### src/rtl/soc_cfg_pkg.sv
// SoC-level DMA/AXI configuration shared by the cluster DMA blocks, plus the
// burst-splitting helper used by the sequencer and the R/W data movers.
package soc_cfg_pkg;

  localparam int AXI_AW            = 64;
  localparam int AXI_DW            = 64;
  localparam int DMA_MAX_BURST_LEN = 8;
  localparam int DMA_LEN_W         = 24;
  localparam int DMA_BYTES         = AXI_DW / 8;

  // Beats of the next burst starting at page offset addr: limited by what is
  // left, the burst cap, and the distance to the next 4 KiB page.
  function automatic logic [DMA_LEN_W-1:0] burst_beats(input logic [11:0]          addr,
                                                       input logic [DMA_LEN_W-1:0] beats_left);
    logic [DMA_LEN_W-1:0] to_4k;
    logic [DMA_LEN_W-1:0] beats;
    to_4k = (DMA_LEN_W'(13'h1000) - DMA_LEN_W'(addr)) / DMA_LEN_W'(DMA_BYTES);
    beats = beats_left;
    if (beats > DMA_LEN_W'(DMA_MAX_BURST_LEN)) beats = DMA_LEN_W'(DMA_MAX_BURST_LEN);
    if (beats > to_4k) beats = to_4k;
    return beats;
  endfunction

endpackage

### src/rtl/soc_dma_burst_sequencer_if.sv
// Request, burst-command, completion and status signals of the DMA burst sequencer.
interface soc_dma_burst_sequencer_if #(
  parameter int AW = soc_cfg_pkg::AXI_AW,
  parameter int LW = soc_cfg_pkg::DMA_LEN_W
);
  // Handshakes (req, cmd): a transfer happens on a rising clk edge where valid
  // and ready are both high; once valid is raised it and its payload stay
  // stable until that edge. rsp_valid_i is a one-cycle pulse per completed burst.
  logic          req_valid_i;
  logic          req_ready_o;
  logic [AW-1:0] req_addr_i;
  logic [LW-1:0] req_bytes_i;
  logic          req_write_i;
  logic          cmd_valid_o;
  logic          cmd_ready_i;
  logic [AW-1:0] cmd_addr_o;
  logic [7:0]    cmd_len_o;
  logic          cmd_write_o;
  logic          rsp_valid_i;
  logic          rsp_err_i;
  logic          done_o;
  logic          err_o;
  logic          busy_o;

  // master: the sequencer itself; slave: DMA front-end plus AXI side.
  modport master (
    input  req_valid_i, req_addr_i, req_bytes_i, req_write_i,
    output req_ready_o,
    output cmd_valid_o, cmd_addr_o, cmd_len_o, cmd_write_o,
    input  cmd_ready_i,
    input  rsp_valid_i, rsp_err_i,
    output done_o, err_o, busy_o
  );

  modport slave (
    output req_valid_i, req_addr_i, req_bytes_i, req_write_i,
    input  req_ready_o,
    input  cmd_valid_o, cmd_addr_o, cmd_len_o, cmd_write_o,
    output cmd_ready_i,
    output rsp_valid_i, rsp_err_i,
    input  done_o, err_o, busy_o
  );

endinterface

### src/rtl/soc_dma_burst_sequencer.sv
// Splits one DMA transfer into AXI AW/AR burst commands (capped length, no 4 KiB
// crossing), bounds in-flight bursts and reports done/error per transfer.
module soc_dma_burst_sequencer
  import soc_cfg_pkg::*;
#(
  parameter int AXI_AW          = soc_cfg_pkg::AXI_AW,
  parameter int AXI_DW          = soc_cfg_pkg::AXI_DW,
  parameter int MAX_BURST_LEN   = soc_cfg_pkg::DMA_MAX_BURST_LEN,
  parameter int MAX_OUTSTANDING = 4,
  parameter int LEN_W           = soc_cfg_pkg::DMA_LEN_W
) (
  input  logic                       clk_i,
  input  logic                       rst_i,
  soc_dma_burst_sequencer_if.master  bus,
  output logic [1:0]                 dbg_state
);

  localparam int BYTES = AXI_DW / 8;
  localparam int OFF_W = $clog2(BYTES);
  localparam int OUT_W = $clog2(MAX_OUTSTANDING + 1);

  typedef enum logic [1:0] {
    IDLE  = 2'd0,
    ISSUE = 2'd1,
    DRAIN = 2'd2,
    DONE  = 2'd3
  } state_e;

  state_e             state_q, state_d;
  logic [AXI_AW-1:0]  addr_q;
  logic [LEN_W-1:0]   beats_left_q;
  logic               write_q;
  logic               err_q;
  logic [OUT_W-1:0]   outstanding_q;

  logic               req_fire;
  logic               req_bad;
  logic               cmd_valid;
  logic               cmd_fire;
  logic               rsp_take;
  logic               last_burst;
  logic [LEN_W-1:0]   burst;

  assign req_fire = (state_q == IDLE) && bus.req_valid_i;
  assign req_bad  = (bus.req_bytes_i == '0) ||
                    (bus.req_addr_i[OFF_W-1:0] != '0) ||
                    (bus.req_bytes_i[OFF_W-1:0] != '0);

  // Module-level cap applied on top of the shared helper in case this
  // instance is configured tighter than the SoC default.
  always_comb begin
    burst = LEN_W'(burst_beats(addr_q[11:0], DMA_LEN_W'(beats_left_q)));
    if (burst > LEN_W'(MAX_BURST_LEN)) burst = LEN_W'(MAX_BURST_LEN);
  end

  assign cmd_valid  = (state_q == ISSUE) && (outstanding_q < OUT_W'(MAX_OUTSTANDING));
  assign cmd_fire   = cmd_valid && bus.cmd_ready_i;
  assign rsp_take   = bus.rsp_valid_i && (outstanding_q != '0);
  assign last_burst = (burst == beats_left_q);

  assign bus.req_ready_o = (state_q == IDLE);
  assign bus.cmd_valid_o = cmd_valid;
  assign bus.cmd_addr_o  = addr_q;
  assign bus.cmd_len_o   = (state_q == ISSUE) ? 8'(burst - LEN_W'(1)) : 8'd0;
  assign bus.cmd_write_o = write_q;
  assign bus.done_o      = (state_q == DONE);
  assign bus.err_o       = (state_q == DONE) && err_q;
  assign bus.busy_o      = (state_q != IDLE);
  assign dbg_state       = state_q;

  always_comb begin
    state_d = state_q;
    case (state_q)
      IDLE:  if (req_fire) state_d = req_bad ? DONE : ISSUE;
      ISSUE: if (cmd_fire && last_burst) state_d = DRAIN;
      // Look ahead at the emptying response so DONE follows it directly.
      DRAIN: if ((outstanding_q == '0) ||
                 (rsp_take && (outstanding_q == OUT_W'(1)))) state_d = DONE;
      DONE:  state_d = IDLE;
      default: state_d = IDLE;
    endcase
  end

  always_ff @(posedge clk_i or posedge rst_i) begin
    if (rst_i) begin
      state_q       <= IDLE;
      addr_q        <= '0;
      beats_left_q  <= '0;
      write_q       <= 1'b0;
      err_q         <= 1'b0;
      outstanding_q <= '0;
    end else begin
      state_q <= state_d;
      if (req_fire) begin
        addr_q       <= bus.req_addr_i;
        beats_left_q <= LEN_W'(bus.req_bytes_i >> OFF_W);
        write_q      <= bus.req_write_i;
      end else if (cmd_fire) begin
        addr_q       <= addr_q + (AXI_AW'(burst) << OFF_W);
        beats_left_q <= beats_left_q - burst;
      end
      if (req_fire)                       err_q <= req_bad;
      else if (rsp_take && bus.rsp_err_i) err_q <= 1'b1;
      if (cmd_fire && !rsp_take)          outstanding_q <= outstanding_q + OUT_W'(1);
      else if (!cmd_fire && rsp_take)     outstanding_q <= outstanding_q - OUT_W'(1);
    end
  end

  rsp_without_outstanding: assert property (@(posedge clk_i) disable iff (rst_i)
    !(bus.rsp_valid_i && (outstanding_q == '0)));

endmodule
### src/flat_wrapper.sv
// flat-port wrapper written by rule: the top's interface ports become plain ports
module soc_dma_burst_sequencer_flat import soc_cfg_pkg::*;
#(
  parameter int AXI_AW          = soc_cfg_pkg::AXI_AW,
  parameter int AXI_DW          = soc_cfg_pkg::AXI_DW,
  parameter int MAX_BURST_LEN   = soc_cfg_pkg::DMA_MAX_BURST_LEN,
  parameter int MAX_OUTSTANDING = 4,
  parameter int LEN_W           = soc_cfg_pkg::DMA_LEN_W
)
  (clk_i, rst_i, dbg_state, bus_req_valid_i, bus_req_addr_i, bus_req_bytes_i, bus_req_write_i, bus_req_ready_o, bus_cmd_valid_o, bus_cmd_addr_o, bus_cmd_len_o, bus_cmd_write_o, bus_cmd_ready_i, bus_rsp_valid_i, bus_rsp_err_i, bus_done_o, bus_err_o, bus_busy_o);
  soc_dma_burst_sequencer_if bus_i ();
  input  logic clk_i;
  input  logic rst_i;
  output logic [1:0] dbg_state;
  input wire logic [$bits(bus_i.req_valid_i)-1:0] bus_req_valid_i;
  input wire logic [$bits(bus_i.req_addr_i)-1:0] bus_req_addr_i;
  input wire logic [$bits(bus_i.req_bytes_i)-1:0] bus_req_bytes_i;
  input wire logic [$bits(bus_i.req_write_i)-1:0] bus_req_write_i;
  output wire logic [$bits(bus_i.req_ready_o)-1:0] bus_req_ready_o;
  output wire logic [$bits(bus_i.cmd_valid_o)-1:0] bus_cmd_valid_o;
  output wire logic [$bits(bus_i.cmd_addr_o)-1:0] bus_cmd_addr_o;
  output wire logic [$bits(bus_i.cmd_len_o)-1:0] bus_cmd_len_o;
  output wire logic [$bits(bus_i.cmd_write_o)-1:0] bus_cmd_write_o;
  input wire logic [$bits(bus_i.cmd_ready_i)-1:0] bus_cmd_ready_i;
  input wire logic [$bits(bus_i.rsp_valid_i)-1:0] bus_rsp_valid_i;
  input wire logic [$bits(bus_i.rsp_err_i)-1:0] bus_rsp_err_i;
  output wire logic [$bits(bus_i.done_o)-1:0] bus_done_o;
  output wire logic [$bits(bus_i.err_o)-1:0] bus_err_o;
  output wire logic [$bits(bus_i.busy_o)-1:0] bus_busy_o;
  assign bus_i.req_valid_i = bus_req_valid_i;
  assign bus_i.req_addr_i = bus_req_addr_i;
  assign bus_i.req_bytes_i = bus_req_bytes_i;
  assign bus_i.req_write_i = bus_req_write_i;
  assign bus_req_ready_o = bus_i.req_ready_o;
  assign bus_cmd_valid_o = bus_i.cmd_valid_o;
  assign bus_cmd_addr_o = bus_i.cmd_addr_o;
  assign bus_cmd_len_o = bus_i.cmd_len_o;
  assign bus_cmd_write_o = bus_i.cmd_write_o;
  assign bus_i.cmd_ready_i = bus_cmd_ready_i;
  assign bus_i.rsp_valid_i = bus_rsp_valid_i;
  assign bus_i.rsp_err_i = bus_rsp_err_i;
  assign bus_done_o = bus_i.done_o;
  assign bus_err_o = bus_i.err_o;
  assign bus_busy_o = bus_i.busy_o;
  soc_dma_burst_sequencer #(.AXI_AW(AXI_AW), .AXI_DW(AXI_DW), .MAX_BURST_LEN(MAX_BURST_LEN), .MAX_OUTSTANDING(MAX_OUTSTANDING), .LEN_W(LEN_W)) u_core (.clk_i(clk_i), .rst_i(rst_i), .bus(bus_i), .dbg_state(dbg_state));
endmodule
### config.mk
export PLATFORM = sky130hd
export DESIGN_NAME = soc_dma_burst_sequencer_flat
export DESIGN_NICKNAME = d
export VERILOG_FILES = /design/src/rtl/soc_cfg_pkg.sv /design/src/rtl/soc_dma_burst_sequencer_if.sv /design/src/rtl/soc_dma_burst_sequencer.sv /design/src/flat_wrapper.sv
export SDC_FILE = /design/constraint.sdc
export NUM_CORES = 1
export LEC_CHECK = 0
export ABC_AREA = 1
export BUFFER_PORTS_ARGS = -buffer_cell sky130_fd_sc_hd__clkbuf_2
export CORE_UTILIZATION = 50
export DETAILED_ROUTE_END_ITERATION = 10
export GPL_ROUTABILITY_DRIVEN = 0
export PLACE_DENSITY_LB_ADDON = 0.05
export SYNTH_ARGS = -nofsm -noshare
export SYNTH_HDL_FRONTEND = slang
export SYNTH_SLANG_ARGS = --single-unit
export TNS_END_PERCENT = 30
### constraint.sdc
create_clock -name clk_i -period 5 [get_ports clk_i]
set_input_delay 1 -clock clk_i [delete_from_list [all_inputs] [get_ports clk_i]]
set_output_delay 1 -clock clk_i [all_outputs]
set_load 0.05 [all_outputs]
==> key figures <==
Synth
  • Synth Flop Type: dfrtp_1
  • Largest area contributor in the netlist: dfrtp_1
  • Post-Synthesis Cells: ~1400
  • Mean area per synthesized cell: 6.57 um2
  • Synth area leaders: dfrtp_1 25%, nand2_1 17%, ha_1 8.9%
  • Register area share after synthesis: approximately a quarter
  • Synth warn: 0
  • EDFF count, synth: 0
  • Post-synthesis cell area: roughly 9400 um2
  • #FFs+latches synth: 95
  • Post-synthesis async set-or-reset flop share: 100%
  • Yosys cell types: 57
  • Synth top area share: ~25%

Timing
  • Fin Clk Skew: between 0.006 and 0.007 ns
  • RSZ-0062 raised after global routing: yes
  • Slew Limit Headroom: 30.0%
  • # setup viols final: 0
  • Final WS setup: 0.117 ns
  • Final hold vios: 0
  • Period utilization: a little over nine tenths
  • Max Fclk: between 200 and 250 MHz
  • Worst Max-Slew Pin Slew: 1.05 ns
  • Max Slew Vio Count: 0
  • Minimum clock period: 4.88 ns

Global routing
  • First-pass GRT wire length: between 40000 and 50000 um
  • Total track usage: 31.4%
  • Vias in the first global route: about 9300
  • Top Usage Layer GRT: met2
  • GR Overflow Total: 0
  • Largest net degree at the start of global routing: slightly below 80
  • Initial antenna violation count: 0
  • Grt met2 use: 47.3%
  • Global Route met1 Usage: a little under half
  • Grt met3 use: under 10%

Hold path
  • Hold Path Class: reg -> reg
  • Hold_sp: u_core.bus.cmd_write_o
  • Hold Crit Depth: 2
  • Hold Path Sink: u_core.bus.cmd_write_o

Run
  • Max-cap viol count: 0

Final layout
  • Layout Utilization: 61.4%
  • Inserted Diodes: 0
  • Design Area, Final: 11200 um2
  • Area grow syn2layout: 19.0%
  • Share of cells above drive strength 1: between 10% and 20%
  • Fillers: ~1800
  • Nets: 1813
  • Final non-filler cell total: between 1500 and 2000

Clock network
  • TritonCTS clock tree: yes
  • CTS Buf Count: 9
  • Hold_buf cts: 0
  • CTS root buffer: clkbuf_16
  • Clock latency on the worst-skew pair: approximately 0.36 ns
  • Clock Pin Slew Worst Setup and Hold Paths: ~0.07 ns
  • CTS HTree Levels: 3
  • Max Root-Sink Buffers: 2
  • Sink Count: 95

Route
  • Antenna viol nets, final: 0
  • Vias/cell: approximately 5.4
  • Routed vias: ~10000
  • Final WL: 29900 um
  • Drt pass-1 iters: 10
  • Avg WL per Cell: 15.9 um
  • Residual DRC: 13
  • Drt initial violations: 932

Placement
  • Final HPWL DP: between 20000 and 25000 um
  • DP Area: approximately 11000 um2
  • Placed cells: 1857
  • Dpl ws: 0.193 ns
  • # port buffers: ~170

Critical path
  • Critical path origin: u_core.beats_left_q[16]
  • Setup crit start kind: flop
  • Reg2Reg Depth: 36
  • Worst flop-to-flop path startpoint: u_core.beats_left_q[16]
  • Worst Setup End Kind: output pin
  • CP max FO: 6
  • Critical Setup Path Class: reg -> out
  • Required @ worst endpoint: around 4.0 ns
  • CP arrival: 3.88 ns
  • Worst r2r dst: u_core.bus.cmd_addr_o[50]
  • R2R Setup Slk: 0.25 ns

Pwr
  • Pleak: between 5 and 6 nW
  • Peak supply drop: around 0.38 mV
  • Total power per unit cell area: between 600 and 700 nW/um2

Die
  • Initial core utilization: 51.6%
  • I/O pin count: roughly 180
  • Die Y: 139 um
  • Die Width: 139 um
  • Site Rows: 49
  • DIE AREA: roughly 19000 um2
  • Core outline area: around 18000 um2

Outcome
  • Status: complete, but fails checks
  • Failing checks: DRC
-- flip-flops by register name (all words and copies together) (netlist names) --
signal                  count
u_core.dbg_state            2
u_core.bus.cmd_write_o      1
u_core.beats_left_q        24
u_core.err_q                1
u_core.bus.cmd_addr_o      64
u_core.outstanding_q        3
-- per-layer routing --
metal	vias up	wire [um]
li1	5113	-
met1	4646	14100
met2	441	12800
met3	51	2380
met4	0	691
met5	-	0
-- kinds of logic after synthesis --
family / share of synthesized area [%]
flops: 25.3
simple gates: 38.3
fa+ha+maj: 9.34
compound gates: 14.3
other cells: 0.0799
buf+inv: 9.01
xor+xnor: 3.73
-- final cells by class --
cell class                      instances  area, um2  area share, %
Tap cell                              229        287           2.56
Clock inverter                          5       33.8          0.302
Inverter                              197        746           6.67
Timing Repair Buffer                  190       1010           9.03
Multi-Input combinational cell       1156       6490           58.0
Sequential cell                        95       2380           21.3
Clock buffer                           11        243           2.17
-- through the flow --
| step | setup TNS [ns] | power [mW] | hold slack, ns |
|---|---|---|---|
| floorplan | -0.642 | 5.10 | 0.478 |
| global placement | 0 | 6.20 | 0.469 |
| CTS | 0 | 6.94 | 0.491 |
| detailed placement | 0 | 6.25 | 0.472 |
| finish | 0 | 7.20 | 0.486 |
| global route | -0.665 | 7.76 | 0.535 |
-- power by group --
| part | switching [mW] | internal [mW] |
|---|---|---|
| logic | 3.41 | 1.46 |
| registers | 0.522 | 1.13 |
| clock network | 0.329 | 0.351 |
| total | 4.26 | 2.94 |
-- placed cells by master, fill, tap and decap left out, drive strengths merged, types with 3 or more instances in the layout --
cell type and instances:
nand2 439, inv 195, clkbuf 181, nor2 144, nand3 111, dfrtp 95, o21ai 74, a21oi 70
ha 67, conb 45, nand4 30, nor3 30, xor2 27, o211ai 26, buf 20, nor4 16
o221ai 14, xnor2 13, o21bai 9, nand3b 5, a21boi 5, clkinv 5, o31ai 4, a21o 4
a22o 4, a31oi 4, or2 3
-- worst max-delay path: stages (launching register included) --
cell and delay, ns:
dfrtp_1 0.41, nor2_2 0.14, nand4_1 0.16, nand3b_1 0.32
buf_4 0.21, nor3_4 0.18, ha_4 0.24, nand2_4 0.07
inv_2 0.03, nand2_2 0.04, nand2_1 0.04, nand2_1 0.05
nand2_1 0.06, nand2_2 0.11, nand2_4 0.09, nand2_4 0.09
nand2_1 0.07, nand2_2 0.10, inv_2 0.04, nand3_2 0.08
nand2_2 0.08, nand4_1 0.15, ha_2 0.23, inv_4 0.06
nor4_4 0.29, buf_6 0.19
-- worst max path at each step --
| stage | endpoint | slack (ns) |
|---|---|---|
| after floorplan | bus_cmd_len_o[4] | -0.32 |
| after global placement | u_core.bus.cmd_addr_o[51] | 0.27 |
| after detailed placement | u_core.bus.cmd_addr_o[51] | 0.19 |
| after CTS | bus_cmd_len_o[6] | 0.001 |
| after global routing | bus_cmd_len_o[2] | -0.13 |
| final | bus_cmd_len_o[6] | 0.12 |
-- cells in the mapped netlist (all sizes together) (13+ instances only) --
master / n
nand2: 439
inv: 194
nor2: 144
nand3: 111
dfrtp: 95
o21ai: 74
a21oi: 70
ha: 67
nand4: 30
nor3: 30
xor2: 27
o211ai: 26
clkbuf: 16
nor4: 16
o221ai: 14
xnor2: 13
-- repair_timing --
item,in CTS,in global routing
pin swaps,0,20
setup endpoints to repair,2,54
gates resized for setup,2,43
setup buffers,0,10
(Power assumes the default switching activity.)
